## src/rtl/btn_pkg.sv

```systemverilog
// Shared types and default sizing for the button conditioner.
// No datapath: types and constants only.
// No flow control.
package btn_pkg;

    typedef enum logic [1:0] {
        ST_IDLE       = 2'd0,
        ST_PRESS_DB   = 2'd1,
        ST_HELD       = 2'd2,
        ST_RELEASE_DB = 2'd3
    } btn_state_t;

    localparam int DEF_N_BTN           = 5;
    localparam int DEF_SYNC_STAGES     = 2;
    localparam int DEF_DEBOUNCE_CYCLES = 16;
    localparam int DEF_REPEAT_DELAY    = 2000;
    localparam int DEF_REPEAT_RATE     = 400;

endpackage

```

## src/rtl/btn_channel.sv

```systemverilog
// One button channel: synchroniser, debounce FSM, auto-repeat timer.
// Latency: press/release registered SYNC_STAGES+DEBOUNCE_CYCLES cycles after a clean btn edge.
// No backpressure: pulses are single-cycle and never held off.
module btn_channel
    import btn_pkg::*;
#(
    parameter int SYNC_STAGES     = DEF_SYNC_STAGES,
    parameter int DEBOUNCE_CYCLES = DEF_DEBOUNCE_CYCLES,
    parameter int REPEAT_DELAY    = DEF_REPEAT_DELAY,
    parameter int REPEAT_RATE     = DEF_REPEAT_RATE
) (
    input  logic clk,
    input  logic rst,
    input  logic btn,
    input  logic rpt_en,
    output logic level,
    output logic press,
    output logic release_pulse,
    output logic rpt
);

    localparam int DB_W   = $clog2(DEBOUNCE_CYCLES + 1);
    localparam int DLY_W  = $clog2(REPEAT_DELAY + 1);
    localparam int RATE_W = $clog2(REPEAT_RATE + 1);

    localparam logic [DB_W-1:0]   DB_MAX   = DB_W'(DEBOUNCE_CYCLES);
    localparam logic [DLY_W-1:0]  DLY_MAX  = DLY_W'(REPEAT_DELAY);
    localparam logic [RATE_W-1:0] RATE_MAX = RATE_W'(REPEAT_RATE);

    logic [SYNC_STAGES-1:0] sync_q;
    logic                   synced;

    btn_state_t             state_q, state_d;
    logic [DB_W-1:0]        db_cnt_q, db_cnt_d, db_inc;
    logic                   commit_press, commit_rel;

    logic [DLY_W-1:0]       dly_q, dly_d, dly_inc;
    logic [RATE_W-1:0]      rate_q, rate_d, rate_inc;
    logic                   fire;

    assign synced   = sync_q[SYNC_STAGES-1];
    assign db_inc   = (db_cnt_q == DB_MAX) ? db_cnt_q : db_cnt_q + 1'b1;
    assign dly_inc  = dly_q + 1'b1;
    assign rate_inc = rate_q + 1'b1;

    always_comb begin
        state_d      = state_q;
        db_cnt_d     = db_cnt_q;
        commit_press = 1'b0;
        commit_rel   = 1'b0;
        case (state_q)
            ST_IDLE: begin
                if (synced) begin
                    state_d  = ST_PRESS_DB;
                    db_cnt_d = '0;
                end
            end
            ST_PRESS_DB: begin
                if (!synced) begin
                    state_d = ST_IDLE;
                end else if (db_inc == DB_MAX) begin
                    state_d      = ST_HELD;
                    commit_press = 1'b1;
                end else begin
                    db_cnt_d = db_inc;
                end
            end
            ST_HELD: begin
                if (!synced) begin
                    state_d  = ST_RELEASE_DB;
                    db_cnt_d = '0;
                end
            end
            ST_RELEASE_DB: begin
                if (synced) begin
                    state_d = ST_HELD;
                end else if (db_inc == DB_MAX) begin
                    state_d    = ST_IDLE;
                    commit_rel = 1'b1;
                end else begin
                    db_cnt_d = db_inc;
                end
            end
            default: state_d = ST_IDLE;
        endcase
    end

    // Delay counter saturates at REPEAT_DELAY, then the rate counter paces later pulses.
    always_comb begin
        dly_d  = dly_q;
        rate_d = rate_q;
        fire   = 1'b0;
        if (commit_press) begin
            dly_d  = '0;
            rate_d = '0;
        end else if (level) begin
            if (dly_q != DLY_MAX) begin
                dly_d = dly_inc;
                fire  = (dly_inc == DLY_MAX);
            end else if (rate_inc == RATE_MAX) begin
                rate_d = '0;
                fire   = 1'b1;
            end else begin
                rate_d = rate_inc;
            end
        end
    end

    always_ff @(posedge clk) begin
        if (rst) begin
            sync_q        <= '0;
            state_q       <= ST_IDLE;
            db_cnt_q      <= '0;
            dly_q         <= '0;
            rate_q        <= '0;
            level         <= 1'b0;
            press         <= 1'b0;
            release_pulse <= 1'b0;
            rpt           <= 1'b0;
        end else begin
            sync_q        <= {sync_q[SYNC_STAGES-2:0], btn};
            state_q       <= state_d;
            db_cnt_q      <= db_cnt_d;
            dly_q         <= dly_d;
            rate_q        <= rate_d;
            level         <= (state_d == ST_HELD) || (state_d == ST_RELEASE_DB);
            press         <= commit_press;
            release_pulse <= commit_rel;
            rpt           <= fire & rpt_en & ~commit_rel;
        end
    end

endmodule

```

## src/rtl/button_conditioner.sv

```systemverilog
// N_BTN independent debounced button channels with auto-repeat, plus an any-press flag.
// Latency: per-channel SYNC_STAGES+DEBOUNCE_CYCLES; any_press is combinational from press.
// No backpressure. The release output is named release_pulse since `release` is reserved.
module button_conditioner
    import btn_pkg::*;
#(
    parameter int N_BTN           = DEF_N_BTN,
    parameter int SYNC_STAGES     = DEF_SYNC_STAGES,
    parameter int DEBOUNCE_CYCLES = DEF_DEBOUNCE_CYCLES,
    parameter int REPEAT_DELAY    = DEF_REPEAT_DELAY,
    parameter int REPEAT_RATE     = DEF_REPEAT_RATE
) (
    input  logic             clk,
    input  logic             rst,
    input  logic [N_BTN-1:0] btn,
    input  logic [N_BTN-1:0] rpt_en,
    output logic [N_BTN-1:0] level,
    output logic [N_BTN-1:0] press,
    output logic [N_BTN-1:0] release_pulse,
    output logic [N_BTN-1:0] rpt,
    output logic             any_press
);

    for (genvar i = 0; i < N_BTN; i++) begin : g_ch
        btn_channel #(
            .SYNC_STAGES    (SYNC_STAGES),
            .DEBOUNCE_CYCLES(DEBOUNCE_CYCLES),
            .REPEAT_DELAY   (REPEAT_DELAY),
            .REPEAT_RATE    (REPEAT_RATE)
        ) u_ch (
            .clk          (clk),
            .rst          (rst),
            .btn          (btn[i]),
            .rpt_en       (rpt_en[i]),
            .level        (level[i]),
            .press        (press[i]),
            .release_pulse(release_pulse[i]),
            .rpt          (rpt[i])
        );
    end

    assign any_press = |press;

endmodule

```

## config.mk

```make
export PLATFORM = sky130hd
export DESIGN_NAME = button_conditioner
export DESIGN_NICKNAME = d
export VERILOG_FILES = /design/src/rtl/btn_pkg.sv /design/src/rtl/btn_channel.sv /design/src/rtl/button_conditioner.sv
export SDC_FILE = /design/constraint.sdc
export NUM_CORES = 1
export LEC_CHECK = 0
export CORE_ASPECT_RATIO = 1.1
export CORE_UTILIZATION = 67
export DETAILED_ROUTE_END_ITERATION = 12
export GPL_ROUTABILITY_DRIVEN = 1
export GPL_TIMING_DRIVEN = 0
export PLACE_DENSITY = 0.86
export SYNTH_ARGS = -nofsm -noshare
export SYNTH_HDL_FRONTEND = slang
export SYNTH_SLANG_ARGS = --single-unit
```

## constraint.sdc

```tcl
create_clock -name clk -period 6.4 [get_ports clk]
set_input_delay 1.6 -clock clk [delete_from_list [all_inputs] [get_ports clk]]
set_output_delay 1.6 -clock clk [all_outputs]
set_load 0.005 [all_outputs]
```

Yosys cells after proc, flatten, opt, wreduce, memory -nomap -nowiden

Cells that the tools add are included.

Bitwise operators: 20
Equal/unequal tests: 70
Reductions and logical operators: 31
Muxes and demuxes: 120
Add/subtract/negate cells: 15

Operators by type and width:

| cell                                           | number |
|---|---|
| two-way mux 5 bit                              | 30 |
| case mux 5 bit (4 select lines)                | 5 |
| two-way mux 2 bit                              | 30 |
| adder 11 x 1 -> 11 bit (second input constant) | 5 |
| == test 11 bit (second input constant)         | 5 |
| != test 11 bit (second input constant)         | 5 |
| == test 5 bit (second input constant)          | 10 |
| adder 9 x 1 -> 9 bit (second input constant)   | 5 |
| == test 9 bit (second input constant)          | 5 |
| two-way mux 1 bit                              | 45 |
| two-way mux 9 bit                              | 5 |
| == test 2 bit (second input constant)          | 20 |
| case mux 2 bit (4 select lines)                | 5 |
| adder 5 x 1 -> 5 bit (second input constant)   | 5 |
| != test 2 x 1 -> 1 bit (second input constant) | 10 |
| != test 2 bit (second input constant)          | 10 |
| AND reduction 2 bit                            | 10 |
| AND reduction 4 bit                            | 5 |
| bitwise AND 1 bit                              | 10 |
| == test 2 x 1 -> 1 bit (second input constant) | 5 |
| logical NOT 2 bit                              | 5 |
| NOT 1 bit                                      | 10 |
| OR reduction 2 bit                             | 5 |
| logical OR 1 bit                               | 5 |
| OR reduction 5 bit                             | 1 |

Output and inout port bits: 21
Bits of input ports: 12
Flip-flop bits (word level): 165
Word-level logic and storage cells: 301

Logic depth before layout (Yosys ltp)

Depth in word-level cells: 9
Gate-level depth with buffers: 9
Gate-level depth less buffers: 7

By module

From an unflattened synthesis, not the netlist that was laid out.

Cells, all modules: 1102
Area, all modules: 9078.7 sq um

By module, submodules not included:

| module                          | cells each | area an instance (sq um) | times used |
|---|---|---|---|
| btn_channel at g_ch[0].u_ch ... | 220        | 1808.0                   | 4 |
| btn_channel at g_ch[4].u_ch     | 219        | 1834.3                   | 1 |
| button_conditioner              | 3          | 12.5                     | 1 |

Worst setup path before layout

No wires, ideal clock.

Kind: input -> register
From: input port rst
To: register g_ch[2].u_ch.db_cnt_q[0]
Path buffers: 3
Path slack: 3658 ps
Data arrival time: 2649 ps
Setup time: 92 ps
Stages: 6
Path through: clkbuf_1 inv_1 buf_1 clkbuf_1 nand2_1 o32ai_1

RTL lines:

| item                   | RTL line                 | text |
|---|---|---|
| start: declaration     | button_conditioner.sv:14 | `input logic rst,` |
| end signal: assignment | btn_channel.sv:123       | `db_cnt_q <= db_cnt_d;` |
| end: declaration       | btn_channel.sv:34        | `logic [DB_W-1:0] db_cnt_q, db_cnt_d, db_inc;` |

Worst setup path in the final report

From: register g_ch[3].u_ch.press
To: output port any_press

Word-level cells in the longest chain between the ends: 1

Ends and longest elaborated chain:

| item                     | RTL line                 | text |
|---|---|---|
| start: declaration       | btn_channel.sv:17        | `output logic press,` |
| start signal: assignment | btn_channel.sv:127       | `press <= commit_press;` |
| OR reduction 5 bit       | button_conditioner.sv:42 | `assign any_press = \|press;` |
| end: declaration         | button_conditioner.sv:21 | `output logic any_press` |

No other way between the ends.

==> qor.log <==
INFO  status         run_status=finished clean
INFO  logic_synthesis synth.lib_cells_used.distinct=76
INFO  logic_synthesis synthAdderAreaFrac=4.370%
INFO  grt            antenna_found_initial=0
INFO  sta            final_period_minus_worst_setup_slack=3.210ns
INFO  critical_path  setup.worst_path.end_class=primary output
INFO  sta            fmax=311.5MHz
INFO  sta            finalCritPeriodShare=50.15%
INFO  critical_path  delay_of_the_slowest_cell_on_the_worst_path=0.45ns
INFO  grt            grt_start_max_net_pins=17
INFO  logic_synthesis number_of_flops_mapped_to_enable_cells_by_yosys=0
INFO  place          routabilityCongestion=0.8829
INFO  routing        number_of_iterations_in_the_first_detailed_routing_pass=6
INFO  floorplanning  io-pin-count=33
INFO  worst_hold_path worst_hold_path_type=reg2reg
INFO  power          power_density=202.0mW/mm^2
INFO  cts            numClockSinks=165
INFO  routing        drt-total-wl=20300um
INFO  routing        first_iter_violations=584
INFO  floorplanning  die_height=126.5um
INFO  routing        post-route-drc-count=0
INFO  power          peakVddDrop=0.0001859V
INFO  critical_path  r2r_setup_slack=3.83ns
INFO  layout         nets=1216
INFO  sta            grt_setup_unrepaired=false
INFO  logic_synthesis yosysSeqAreaShare=34.96%
INFO  place          buffers_added_on_ports=31
INFO  routing        average_vias_per_placed_instance=5.997
INFO  cts            worst_setup_hold_path_clk_slew=0.06ns
INFO  sta            setup_viol=0
INFO  logic_synthesis yosysWarnings=0
INFO  place          dp.final_hpwl=13680um
INFO  cts            cts_setup_buffers=0
INFO  logic_synthesis synthesis.nets=1166
INFO  sta            final-hold-violation-count=0
INFO  grt            grt_first_pass_wirelength=33600um
INFO  floorplanning  die_w=115.2um
INFO  cts            cts-resized-gates=0
INFO  logic_synthesis synth_xor_xnor_area_share=10.38%
INFO  cts            clock_tree.root_cell=clkbuf_16
INFO  logic_synthesis ys_async_sr_fraction=0%
INFO  routing        post_drt_wl_per_cell=14.82um
INFO  cts            h-tree-depth=4
INFO  worst_hold_path holdPathStages=1
INFO  floorplanning  area_of_the_placeable_core=0.01379mm^2
INFO  logic_synthesis synth_simple_gate_area_share=29.08%
INFO  logic_synthesis post_synth.cell_area_avg=8.428um^2
INFO  cts            insertion_delay=0.44ns
INFO  logic_synthesis synth_top_area_share=34.96%
INFO  logic_synthesis ys_top_cells_by_area=dfxtp_1 (35%), xnor2_1 (5.7%), xor2_1 (4.6%)
INFO  cts            cts_tree=done
INFO  cts            ctsHoldBuffers=0
INFO  logic_synthesis synth_top_family_by_area=simple AND/OR/NAND/NOR gates
INFO  critical_path  crit-reg2reg-launch=g_ch[0].u_ch.db_cnt_q[0]
INFO  logic_synthesis synth-main-ff-cell=dfxtp_1
INFO  routing        antenna_left=0
INFO  cts            buffer_levels_on_the_longest_clock_path=2
INFO  logic_synthesis synth_top_area_cell=dfxtp_1
INFO  floorplanning  starting_density_of_the_core=68.49%
INFO  critical_path  crit_type=reg2out
INFO  logic_synthesis synth.cell_area=0.009448mm^2
INFO  sta            timing.setup.tns=0ns
INFO  logic_synthesis muxShareOfSynthArea=1.814%
INFO  sta            headroom_to_the_max_slew_limit=35.35%
INFO  worst_hold_path startpoint_of_the_worst_hold_path=g_ch[4].u_ch.sync_q[0]
INFO  floorplanning  rows=45
INFO  critical_path  cp.arrival=1.61ns
INFO  logic_synthesis synth_compound_gate_area_share=13.53%
INFO  critical_path  timing.critical_path.slowest_stage_cell=clkdlybuf4s50_1
INFO  grt            via_count_of_the_first_global_routing_pass=7431
INFO  sta            clock_skew=0.005834ns
INFO  logic_synthesis ys_seq_elements=165
INFO  routing        detailroute.via_count=8216
INFO  critical_path  critical_path.cell_chain=nor3_1 -> nand2_1 -> clkdlybuf4s50_1
INFO  layout         final_layout_size_suffix_gt1_share=7.614%
INFO  grt            gr-usage-all-layers=28.49%
INFO  sta            timing_worst_slew_pin_value=0.9576ns
INFO  grt            gr-total-overflow=0
INFO  critical_path  cp_max_fo=2
INFO  layout         postLayoutCoreUtil=76.76%
INFO  layout         antenna_cells_inserted=0
INFO  critical_path  rr_worst_depth=8
INFO  flow_run       drv.max_cap_violation_count=0
INFO  critical_path  crit_path_start_kind=flip-flop
INFO  power          static-leakage-power=0.003710uW
INFO  critical_path  cp.required=4.80ns
INFO  logic_synthesis postSynthCellCount=1121
INFO  layout         layout-area-overhead-vs-synth=12.08%
INFO  cts            cts_made_buffers=17
INFO  floorplanning  die-area=0.01458mm^2
INFO  worst_hold_path min_to=g_ch[4].u_ch.sync_q[1]
INFO  sta            report.final.slew_viol_count=0
INFO  critical_path  rr_endpoint=g_ch[0].u_ch.rate_q[7]
## cell families (layout without fill, tap and decap cells)
kind of cell / after synthesis / after routing
AND/OR/NAND/NOR: 497 / 497
AO/OA/AOI/OAI: 177 / 177
flip-flops: 165 / 165
buffers and inverters: 120 / 181
XOR/XNOR: 112 / 112
adder cells (fa/ha/maj): 33 / 33
multiplexers: 17 / 17
## through the flow
step           total power, uW  hold slack, ns  instance area [um^2]  instances  worst slack, ns
6_report                  2138          0.4362                 10590       1370            3.190
3_5_place_dp              1113          0.4291                  9993       1340            2.902
2_1_floorplan             1092          0.4138                  9448       1121            3.658
3_3_place_gp              1112          0.4199                  9993       1340            2.895
5_1_grt                   2204          0.4604                 10590       1370            3.137
4_1_cts                   2152          0.4396                 10590       1370            3.121
## worst max-delay path: cells and delay by family (launching register included)
family,cells,cell delay [ns]
DFF,1,0.35
and+or+nand+nor,2,0.37
buffers and inverters,1,0.45
## flip-flops by register name, summed over array words and instances, names as in the netlist
name / count
g_ch.u_ch.dly_q: 55
g_ch.u_ch.sync_q: 10
g_ch.u_ch.release_pulse: 5
g_ch.u_ch.rpt: 5
g_ch.u_ch.db_cnt_q: 25
g_ch.u_ch.rate_q: 45
g_ch.u_ch.state_q: 10
g_ch.u_ch.level: 5
g_ch.u_ch.press: 5
## cell type report
class	instances	area [um^2]
clock inverters	9	155.1
fillers	998	3206
inverters	40	150.1
clock buffers	21	440.4
flip-flops and latches	165	3303
plain buffers	80	402.9
multi-input cells	836	5592
repair buffers	31	310.3
well taps	188	235.2
## how the worst max path moves through the flow
stage | depth (start not counted) | from | to
floorplan | 6 | rst | g_ch[2].u_ch.db_cnt_q[0]
global placement | 5 | rst | g_ch[2].u_ch.rpt
detailed placement | 6 | rst | g_ch[4].u_ch.db_cnt_q[2]
CTS | 3 | g_ch[1].u_ch.press | any_press
global route | 3 | g_ch[1].u_ch.press | any_press
finish | 3 | g_ch[3].u_ch.press | any_press
## layout by cell type (no fill, tap or decap), drive strengths merged, types with 6 or more instances in the layout
master	count
nand4b	11
nand2b	17
nor3	69
o31ai	8
a31oi	10
nand3b	12
nand2	77
clkbuf	68
o2111a	7
nand4	39
nor3b	7
nor4	10
clkdlybuf4s50	31
buf	33
a211oi	8
and3b	7
mux2i	16
xor2	50
and2	17
a21oi	38
dfxtp	165
nand3	55
inv	40
or3	8
and3	16
o21ai	32
o211ai	11
o21a	6
a32o	8
and4	17
nor2b	21
ha	33
nor2	94
xnor2	62
## metal layers
layer | track usage [%] | part of all wire, % | vias to the layer above
met1 | 36.81 | 46 | 3842
met3 | 5.733 | 4.7 | 40
met4 | 10.39 | 1.7 | 0
met5 | 0 | 0 | -
met2 | 46.92 | 48 | 221
li1 | - | - | 4113
## cell usage after synthesis (all sizes together), types with 17 or more instances
| master | n |
|---|---|
| nand4 | 39 |
| inv | 40 |
| and2 | 17 |
| ha | 33 |
| nand3 | 55 |
| nand2 | 77 |
| o21ai | 32 |
| clkbuf | 47 |
| nor2b | 21 |
| xor2 | 50 |
| a21oi | 38 |
| xnor2 | 62 |
| and4 | 17 |
| nor2 | 94 |
| nand2b | 17 |
| nor3 | 69 |
| dfxtp | 165 |
| buf | 33 |
## power by group
group / total, uW / internal (uW) / switching, uW
registers: 1040 / 1030 / 4.90
clock network: 1050 / 647 / 400
logic: 54.7 / 18.5 / 36.2
total: 2140 / 1700 / 441
No activity file was read; power rests on OpenSTA's default activity.
